**config.mk**
```make
export PLATFORM = sky130hd
export DESIGN_NAME = btb_predictor
export DESIGN_NICKNAME = d
export VERILOG_FILES = /design/src/rtl/btb_predictor_pkg.sv /design/src/rtl/btb_predictor_ras_stack.sv /design/src/rtl/btb_predictor.sv
export SDC_FILE = /design/constraint.sdc
export NUM_CORES = 2
export LEC_CHECK = 0
export CORE_ASPECT_RATIO = 0.9
export CORE_UTILIZATION = 54
export CTS_BUF_LIST = sky130_fd_sc_hd__clkbuf_16
export DETAILED_ROUTE_END_ITERATION = 8
export MAX_ROUTING_LAYER = met4
export PLACE_DENSITY = 0.73
export SYNTH_ARGS = -nofsm -noshare
export SYNTH_HDL_FRONTEND = slang
export SYNTH_SLANG_ARGS = --single-unit
```
**constraint.sdc**
```tcl
create_clock -name clk -period 17.5 [get_ports clk]
set_input_delay 2.625 -clock clk [delete_from_list [all_inputs] [get_ports clk]]
set_output_delay 2.625 -clock clk [all_outputs]
set_load 0.005 [all_outputs]
```
**src/rtl/btb_predictor_pkg.sv**
```systemverilog
// -----------------------------------------------------------------------------
// btb_predictor_pkg
// Shared types and constants for the fetch-stage BTB predictor.
//   br_kind_t   : kind of resolved control instruction.
//   btb_entry_t : one BTB entry at the default geometry (12-bit tag, 2-bit
//                 counter). btb_predictor builds a local copy of this record
//                 whose widths follow its parameters.
//   cnt_weak_nt / cnt_weak_t : counter init values for any counter width.
// -----------------------------------------------------------------------------
package btb_predictor_pkg;

   typedef enum logic [1:0] {
      BR_BRANCH = 2'd0,
      BR_JUMP   = 2'd1,
      BR_CALL   = 2'd2,
      BR_RET    = 2'd3
   } br_kind_t;

   localparam int BTB_DEF_TAG_BITS = 12;
   localparam int BTB_DEF_CNT_BITS = 2;

   typedef struct packed {
      logic                        valid;
      logic [BTB_DEF_TAG_BITS-1:0] tag;
      logic [63:0]                 target;
      logic [BTB_DEF_CNT_BITS-1:0] cnt;
      br_kind_t                    kind;
   } btb_entry_t;

   // Weakly-not-taken: just below the MSB threshold.
   function automatic int cnt_weak_nt(input int bits);
      return (1 << (bits - 1)) - 1;
   endfunction

   // Weakly-taken: lowest value with the MSB set.
   function automatic int cnt_weak_t(input int bits);
      return 1 << (bits - 1);
   endfunction

endpackage

```
**src/rtl/btb_predictor_ras_stack.sv**
```systemverilog
// -----------------------------------------------------------------------------
// ras_stack
// Circular return-address stack. A push onto a full stack overwrites the
// oldest entry; the occupancy count saturates at DEPTH. Flush and reset empty
// the stack. Push has priority over pop (the caller never asserts both).
// Ports:
//   clk, reset    : clock, synchronous active-high reset
//   i_push        : push i_push_data
//   i_push_data   : return address to push
//   i_pop         : pop top entry (ignored when empty)
//   i_flush       : empty the stack
//   o_top         : current top-of-stack value
//   o_empty       : stack holds no entries
// -----------------------------------------------------------------------------
module ras_stack #(
   parameter int DEPTH = 4
) (
   input  logic        clk,
   input  logic        reset,
   input  logic        i_push,
   input  logic [63:0] i_push_data,
   input  logic        i_pop,
   input  logic        i_flush,
   output logic [63:0] o_top,
   output logic        o_empty
);

   localparam int PW = (DEPTH > 1) ? $clog2(DEPTH) : 1;
   localparam int CW = $clog2(DEPTH + 1);

   logic [63:0]   r_mem [DEPTH];
   logic [PW-1:0] r_ptr;
   logic [CW-1:0] r_count;
   logic [PW-1:0] w_ptr_inc;
   logic [PW-1:0] w_ptr_dec;
   logic          w_do_push;
   logic          w_do_pop;

   // Pointer arithmetic wraps at DEPTH, which need not be a power of two.
   assign w_ptr_inc = (r_ptr == PW'(DEPTH - 1)) ? '0 : r_ptr + 1'b1;
   assign w_ptr_dec = (r_ptr == '0) ? PW'(DEPTH - 1) : r_ptr - 1'b1;
   assign w_do_push = i_push && !i_flush;
   assign w_do_pop  = i_pop && !i_flush && !i_push && (r_count != '0);

   always_ff @(posedge clk) begin
      if (reset || i_flush) begin
         r_ptr   <= '0;
         r_count <= '0;
      end else if (w_do_push) begin
         r_ptr <= w_ptr_inc;
         if (r_count != CW'(DEPTH)) begin
            r_count <= r_count + 1'b1;
         end
      end else if (w_do_pop) begin
         r_ptr   <= w_ptr_dec;
         r_count <= r_count - 1'b1;
      end
   end

   // Storage carries no reset; only the pointer/count define what is live.
   always_ff @(posedge clk) begin
      if (w_do_push) begin
         r_mem[w_ptr_inc] <= i_push_data;
      end
   end

   assign o_top   = r_mem[r_ptr];
   assign o_empty = (r_count == '0);

endmodule

```
**src/rtl/btb_predictor.sv**
```systemverilog
// -----------------------------------------------------------------------------
// btb_predictor
// Fetch-stage next-PC predictor: direct-mapped BTB with per-entry saturating
// direction counters, registered one-cycle prediction, trained by resolved
// control instructions from execute.
// Optional feature macro: BTB_RAS_EN adds a RAS_DEPTH return-address stack
// (CALL hits push f_pc+4, RET hits pop into pred_target).
// Ports:
//   clk, reset                : clock, synchronous active-high reset
//   f_valid, f_pc             : fetch lookup request
//   stall                     : hold all pred_* and ignore f_valid
//   flush                     : drop prediction (wins over stall)
//   pred_valid/pc/taken/target: registered prediction
//   upd_valid/pc/kind/taken/target : resolved outcome used for training
// -----------------------------------------------------------------------------
module btb_predictor
   import btb_predictor_pkg::*;
#(
   parameter int ENTRIES   = 16,
   parameter int TAG_BITS  = 12,
   parameter int CNT_BITS  = 2,
   parameter int RAS_DEPTH = 4
) (
   input  logic        clk,
   input  logic        reset,
   input  logic        f_valid,
   input  logic [63:0] f_pc,
   input  logic        stall,
   input  logic        flush,
   output logic        pred_valid,
   output logic [63:0] pred_pc,
   output logic        pred_taken,
   output logic [63:0] pred_target,
   input  logic        upd_valid,
   input  logic [63:0] upd_pc,
   input  logic [1:0]  upd_kind,
   input  logic        upd_taken,
   input  logic [63:0] upd_target
);

   localparam int IDX = $clog2(ENTRIES);
   localparam logic [CNT_BITS-1:0] CNT_WNT = CNT_BITS'(cnt_weak_nt(CNT_BITS));
   localparam logic [CNT_BITS-1:0] CNT_WT  = CNT_BITS'(cnt_weak_t(CNT_BITS));
   localparam logic [CNT_BITS-1:0] CNT_MAX = '1;

   typedef struct packed {
      logic                valid;
      logic [TAG_BITS-1:0] tag;
      logic [63:0]         target;
      logic [CNT_BITS-1:0] cnt;
      br_kind_t            kind;
   } entry_t;

   entry_t r_btb [ENTRIES];

   logic                r_pred_valid;
   logic [63:0]         r_pred_pc;
   logic                r_pred_taken;
   logic [63:0]         r_pred_target;

   logic [IDX-1:0]      w_f_idx;
   logic [TAG_BITS-1:0] w_f_tag;
   entry_t              w_f_ent;
   logic                w_f_hit;
   logic                w_f_taken;
   logic [63:0]         w_f_seq;
   logic [63:0]         w_f_target;
   logic                w_accept;

   logic [IDX-1:0]      w_u_idx;
   logic [TAG_BITS-1:0] w_u_tag;
   entry_t              w_u_ent;
   logic                w_u_hit;
   logic [63:0]         w_u_target;
   logic                w_unused;

   // ---------------------------------------------------------------- lookup
   assign w_f_idx  = f_pc[IDX+1:2];
   assign w_f_tag  = f_pc[IDX+2 +: TAG_BITS];
   assign w_f_ent  = r_btb[w_f_idx];
   assign w_f_hit  = w_f_ent.valid && (w_f_ent.tag == w_f_tag);
   assign w_f_seq  = f_pc + 64'd4;
   assign w_accept = f_valid && !stall && !flush;

   // Branches follow the counter MSB; every other kind is taken on a hit.
   always_comb begin
      w_f_taken = 1'b0;
      if (w_f_hit) begin
         w_f_taken = (w_f_ent.kind == BR_BRANCH) ? w_f_ent.cnt[CNT_BITS-1] : 1'b1;
      end
   end

`ifdef BTB_RAS_EN
   logic        w_ras_push;
   logic        w_ras_pop;
   logic        w_ras_empty;
   logic [63:0] w_ras_top;

   assign w_ras_push = w_accept && w_f_hit && (w_f_ent.kind == BR_CALL);
   assign w_ras_pop  = w_accept && w_f_hit && (w_f_ent.kind == BR_RET) && !w_ras_empty;

   ras_stack #(
      .DEPTH (RAS_DEPTH)
   ) u_ras (
      .clk         (clk),
      .reset       (reset),
      .i_push      (w_ras_push),
      .i_push_data (w_f_seq),
      .i_pop       (w_ras_pop),
      .i_flush     (flush),
      .o_top       (w_ras_top),
      .o_empty     (w_ras_empty)
   );

   // A RET with an empty stack falls back to its stored BTB target.
   always_comb begin
      w_f_target = w_f_seq;
      if (w_f_taken) begin
         w_f_target = w_ras_pop ? w_ras_top : w_f_ent.target;
      end
   end
`else
   localparam int UNUSED_RAS_DEPTH = RAS_DEPTH;

   always_comb begin
      w_f_target = w_f_taken ? w_f_ent.target : w_f_seq;
   end
`endif

   // ---------------------------------------------------- prediction register
   always_ff @(posedge clk) begin
      if (reset) begin
         r_pred_valid  <= 1'b0;
         r_pred_pc     <= '0;
         r_pred_taken  <= 1'b0;
         r_pred_target <= '0;
      end else if (flush) begin
         r_pred_valid <= 1'b0;
      end else if (!stall) begin
         r_pred_valid <= f_valid;
         if (f_valid) begin
            r_pred_pc     <= f_pc;
            r_pred_taken  <= w_f_taken;
            r_pred_target <= w_f_target;
         end
      end
   end

   assign pred_valid  = r_pred_valid;
   assign pred_pc     = r_pred_pc;
   assign pred_taken  = r_pred_taken;
   assign pred_target = r_pred_target;

   // ---------------------------------------------------------------- update
   assign w_u_idx    = upd_pc[IDX+1:2];
   assign w_u_tag    = upd_pc[IDX+2 +: TAG_BITS];
   assign w_u_ent    = r_btb[w_u_idx];
   assign w_u_hit    = w_u_ent.valid && (w_u_ent.tag == w_u_tag);
   assign w_u_target = {upd_target[63:1], 1'b0};

   // The lookup above reads r_btb combinationally before this edge's write,
   // so a same-index lookup sees the pre-update entry.
   always_ff @(posedge clk) begin
      if (reset) begin
         for (int i = 0; i < ENTRIES; i++) begin
            r_btb[i] <= '{valid: 1'b0, tag: '0, target: '0, cnt: CNT_WNT, kind: BR_BRANCH};
         end
      end else if (upd_valid) begin
         if (w_u_hit) begin
            if (upd_taken) begin
               if (w_u_ent.cnt != CNT_MAX) begin
                  r_btb[w_u_idx].cnt <= w_u_ent.cnt + 1'b1;
               end
               r_btb[w_u_idx].target <= w_u_target;
               r_btb[w_u_idx].kind   <= br_kind_t'(upd_kind);
            end else if (w_u_ent.cnt != '0) begin
               r_btb[w_u_idx].cnt <= w_u_ent.cnt - 1'b1;
            end
         end else if (upd_taken) begin
            r_btb[w_u_idx] <= '{valid: 1'b1, tag: w_u_tag, target: w_u_target,
                                cnt: CNT_WT, kind: br_kind_t'(upd_kind)};
         end
      end
   end

   // Low PC bits and bits above the tag never take part in indexing.
   assign w_unused = ^{f_pc, upd_pc, upd_target[0]};

endmodule
```
* Word level (Yosys, flattened, before mapping)
Memories as Yosys holds them, arrays and structs flattened. Cells that the tools add are included.
Storage, ports and cells: register bits after elaboration 130, RAM bits 1280, input port bits 201, output and inout bits 130, word-level logic and storage cells 57, memories kept 1
Memories:
- r_btb | depth 16, width 80, rd ports 2, clocked after Yosys merged registers in 0, write ports 16, line btb_predictor.sv:54 | entry_t r_btb [ENTRIES];
Operators by class: add/sub/neg operators 3, eq/ne operators 3, mux-type cells 33, bitwise gates (word level) 6, reductions and logical operators 7
Operators with widths (count):
- 80-bit 2-to-1 mux | 1
- 80-bit OR reduction | 1
- 64-bit by 3-bit adder with 64-bit output (second input constant) | 1
- 64-bit 2-to-1 mux | 1
- 63-bit 2-to-1 mux | 1
- 1-bit 2-to-1 mux | 25
- 12-bit equality test | 2
- 4-bit 2-to-1 mux | 2
- 2-bit 2-to-1 mux | 3
- 1-bit OR | 4
- 3-bit AND reduction | 1
- 2-bit by 1-bit adder with 2-bit output (second input constant) | 1
- 1-bit logical AND | 2
- 2-bit zero test | 1
- 2-bit inequality test (second input constant) | 1
- 1-bit inverter | 2
- 2-bit nonzero test | 1
- 2-bit OR reduction | 1
- 2-bit by 1-bit subtractor with 2-bit output (second input constant) | 1

* Longest topological paths before layout
An unclocked memory read counts as a cell.
depth in word-level cells 12, depth in mapped cells 13, depth with buffers taken out 9

* Worst setup path after synthesis
OpenSTA, ideal clock, no wires.
path type input to register, start input upd_pc[2], end memory r_btb[0][0] (netlist name), enable pin, library setup time 578 ps, arrival 8522 ps, required time 16922 ps, slack 8400 ps, cell stages on the path 7, path buffers 5, cells stage by stage buf_4 buf_2 buf_2 or2_2 clkbuf_1 clkbuf_1 o21ai_0
RTL lines:
- start, declared | line btb_predictor.sv:35 | input logic [63:0] upd_pc,
- end, declared | line btb_predictor.sv:54

==> summary.txt <==
Clocking
  – H-tree depth: 4
  – Hold buffer count at CTS: 0
  – Worst-path clk slew: 60 ps
  – CTS sink cnt: 1410
  – Clk buf depth: 3
  – Post-CTS setup buffer count: 0
  – PostCTS Resize Cnt: 0
  – Num CTS Buffers: 147
  – Root buf cell: clkbuf_16
  – CTS tree: built
  – Worst-skew pair later-pin latency: 780 ps

Timing
  – Slew HR: 0.173
  – Hold_ws: 453 ps
  – Worst Skew: 28.7 ps
  – Final TNS setup: 0 ps
  – Tcrit/Tclk final: 0.424
  – Final Setup Violations: 0
  – Tightest Pin Transition: 1240 ps
  – Fmax: 0.135 GHz
  – Final Slew Violations: 0
  – RSZ-0062 raised after global routing: false
  – Final Hold Fails: 0
  – Fin crit period: 7420 ps

Outcome
  – Status: finished clean

Layout
  – Nets: 4725
  – Fin util: 0.621
  – Final instance area: 74200 um2
  – Reg area: 40900 um2
  – Area grow syn2layout: 13.5%
  – Layout cell share with drive strength beyond 1: 0.170
  – Multi-input gate area: 23100 um2
  – Fillers: 8709

Yosys
  – Cell Area, Synth: 65400 um2
  – Post-synthesis mux area share: 0.158
  – Post-Syn Nets: 4645
  – Compound-Gate Fraction of Synth Area: 0.0314
  – Synth area leaders: edfxtp_1 (58%), mux4_2 (15%), and2_1 (10%), dfxtp_1 (4.5%), clkbuf_1 (2.0%)
  – Post-synth EDFFs: ~1300
  – Syn_area_per_cell: 14.7 um2
  – Yosys reg bits: 1410
  – Synthesis warning total: 0
  – Synth async-reset ratio: 0
  – Adder-cell area share of the yosys netlist: 0.000191
  – Largest family of logic cells by synthesized area: multiplexers
  – XOR/XNOR Fraction of Synth Area: 0.0106
  – Synth Area in Simple Gates: 0.148
  – List of most frequent post-synthesis cells: edfxtp_1 (1264), and2_1 (1044), mux4_2 (430)
  – Synth Instances: between 4000 and 5000
  – Post-synth top flop: edfxtp_1
  – Area share of the largest cell type after synthesis: 0.580
  – Part of the Yosys area used for sequential elements: 0.625
  – Yosys cell types: 55
  – Leading area contributor after synthesis: edfxtp_1
  – Most common cell in the synthesized netlist: edfxtp_1

Power
  – VDD IR max: 0.0861 mV
  – Clock share of power: 0.405
  – PD cells: 103 nW/um2
  – Seq pwr share: 0.510
  – P_sw: 1.74 mW
  – Sw Share: 0.229
  – Internal Power: 5.89 mW
  – Logic pwr share: 0.085
  – Leakage power: roughly 26 nW

GRT
  – Largest net degree at the start of global routing: 109
  – First-pass GRT wire length: approximately 270 mm
  – Total GRT Usage: 0.315
  – Vias in the first global route: 39300
  – Remaining global-route overflow: 0
  – Initial antenna violation count: 24

Detailed routing
  – Post-route ant nets: 0
  – Final WL: 186 mm
  – Avg WL per Cell: around 30 um
  – Vias per cell: 6.34
  – Pre-antenna DRT Iters: 6
  – DRC: 0
  – Iteration-0 DRC count of the detailed router: 5472
  – Vias: 39600

Critical path
  – WP data required: 17950 ps
  – Top cell by count, worst path: mux4_2
  – Startpoint Class: input port
  – Crit path DAT: 7870 ps
  – Family with the most delay on the worst path: compound AO/OA/AOI/OAI gates
  – CP Capture Type: flip-flop
  – Slowest cell delay on critical path: about 1200 ps
  – Crit path kind: in -> reg
  – Buffers and inverters on the worst path: 2
  – Critical path, cell by cell: buf_2, buf_4, mux4_2, mux4_2, xor2_1, a311o_1, nor4b_4, nand4_4, o2111ai_1, o21ai_0
  – CP max-delay cell: o2111ai_1
  – Crit path max fanout: 90

Placed design
  – DP Wirelength: 98.8 mm
  – Gpl congestion: about 0.85
  – IO buf count: 281
  – Post-DP Area: 69500 um2

Die
  – Die Wd: 369 um
  – Core area: approximately 120000 um2
  – Die area: between 100000 and 150000 um2
  – I/O pins: around 330
  – Initial Util: 0.547
  – Die Y-Extent: 332 um
  – Num rows: between 100 and 150

Min path
  – HP Class: reg -> reg

Flow run
  – Max cap viols: 0
final cells by class:
cell class                 count  share of cell area
clock buffer                 149              0.0502
inverter                      21             0.00110
clock inverter               126              0.0135
sequential                  1410               0.551
multi-input combinational   2578               0.311
antenna                       15            0.000506
timing repair buffer         365              0.0465
tap                         1586              0.0267
layer usage:
metal | global-route usage | wire [um]
met1 | 0.416 | 70100
met5 | - | 0
met3 | 0.0794 | 21700
met4 | 0.102 | 5440
met2 | 0.481 | 88500
path summary, 6_finish.rpt:
check / from / to / slack [ps] / depth (start not counted)
setup / recovery: upd_pc[3] / r_btb[8][2] / 10080 / 10
hold / removal: pred_pc[10] / pred_pc[10] / 450 / 2
setup reg to reg: r_btb[8][75] / r_btb[8][2] / 12540 / 8
hold reg to reg: pred_pc[10] / pred_pc[10] / 450 / 2
power by group through the flow:
stage	Clock [mW]	Combinational (mW)	Sequential [mW]
floorplan	0	0.386	3.96
global placement	0	0.637	3.95
detailed placement	0	0.642	3.96
CTS	3.11	0.645	3.89
global route	3.24	0.680	3.91
finish	3.09	0.647	3.90
kinds of logic (layout without fill, tap and decap cells):
family / Yosys count / in the layout
other cells: 0 / 15
fa+ha+maj: 1 / 1
simple gates: 1641 / 1641
flops: 1410 / 1410
buf+inv: 455 / 661
xor+xnor: 79 / 79
compound gates: 363 / 363
mux: 494 / 494
registers in the layout (all words and copies together), names as in the netlist:
signal and count:
r_btb 1280, pred_target 64, pred_valid 1, pred_pc 64, pred_taken 1
stage by stage:
stage / power, mW / instances / setup WS (ps)
floorplan: 4.35 / 4443 / 8400
global placement: 4.59 / 5960 / 9500
detailed placement: 4.61 / 5960 / 9420
CTS: 7.65 / 6235 / 10230
global route: 7.83 / 6247 / 9730
finish: 7.63 / 6250 / 10080
worst reg2reg max path, cell delays in order, from the launching register on:
cell and delay [ps]:
edfxtp_1 420, mux4_2 470, mux4_2 470, xor2_1 180, a311o_1 360, nor4b_4 350, nand4_4 890, o2111ai_1 1190
o21ai_0 310
layout by cell type, fill, tap and decap left out, types with 54 or more instances in the layout:
cell type,count
a21oi_1,158
and2_1,1044
and3_1,194
buf_4,84
clkbuf_16,149
clkdlybuf4s50_1,273
dfxtp_1,146
edfxtp_1,1264
inv_1,65
mux2i_1,54
mux4_2,430
nand2_1,176
nor2_1,55
o21ai_0,111
xnor2_1,55
Note: power is estimated with default switching activity, not from simulation.
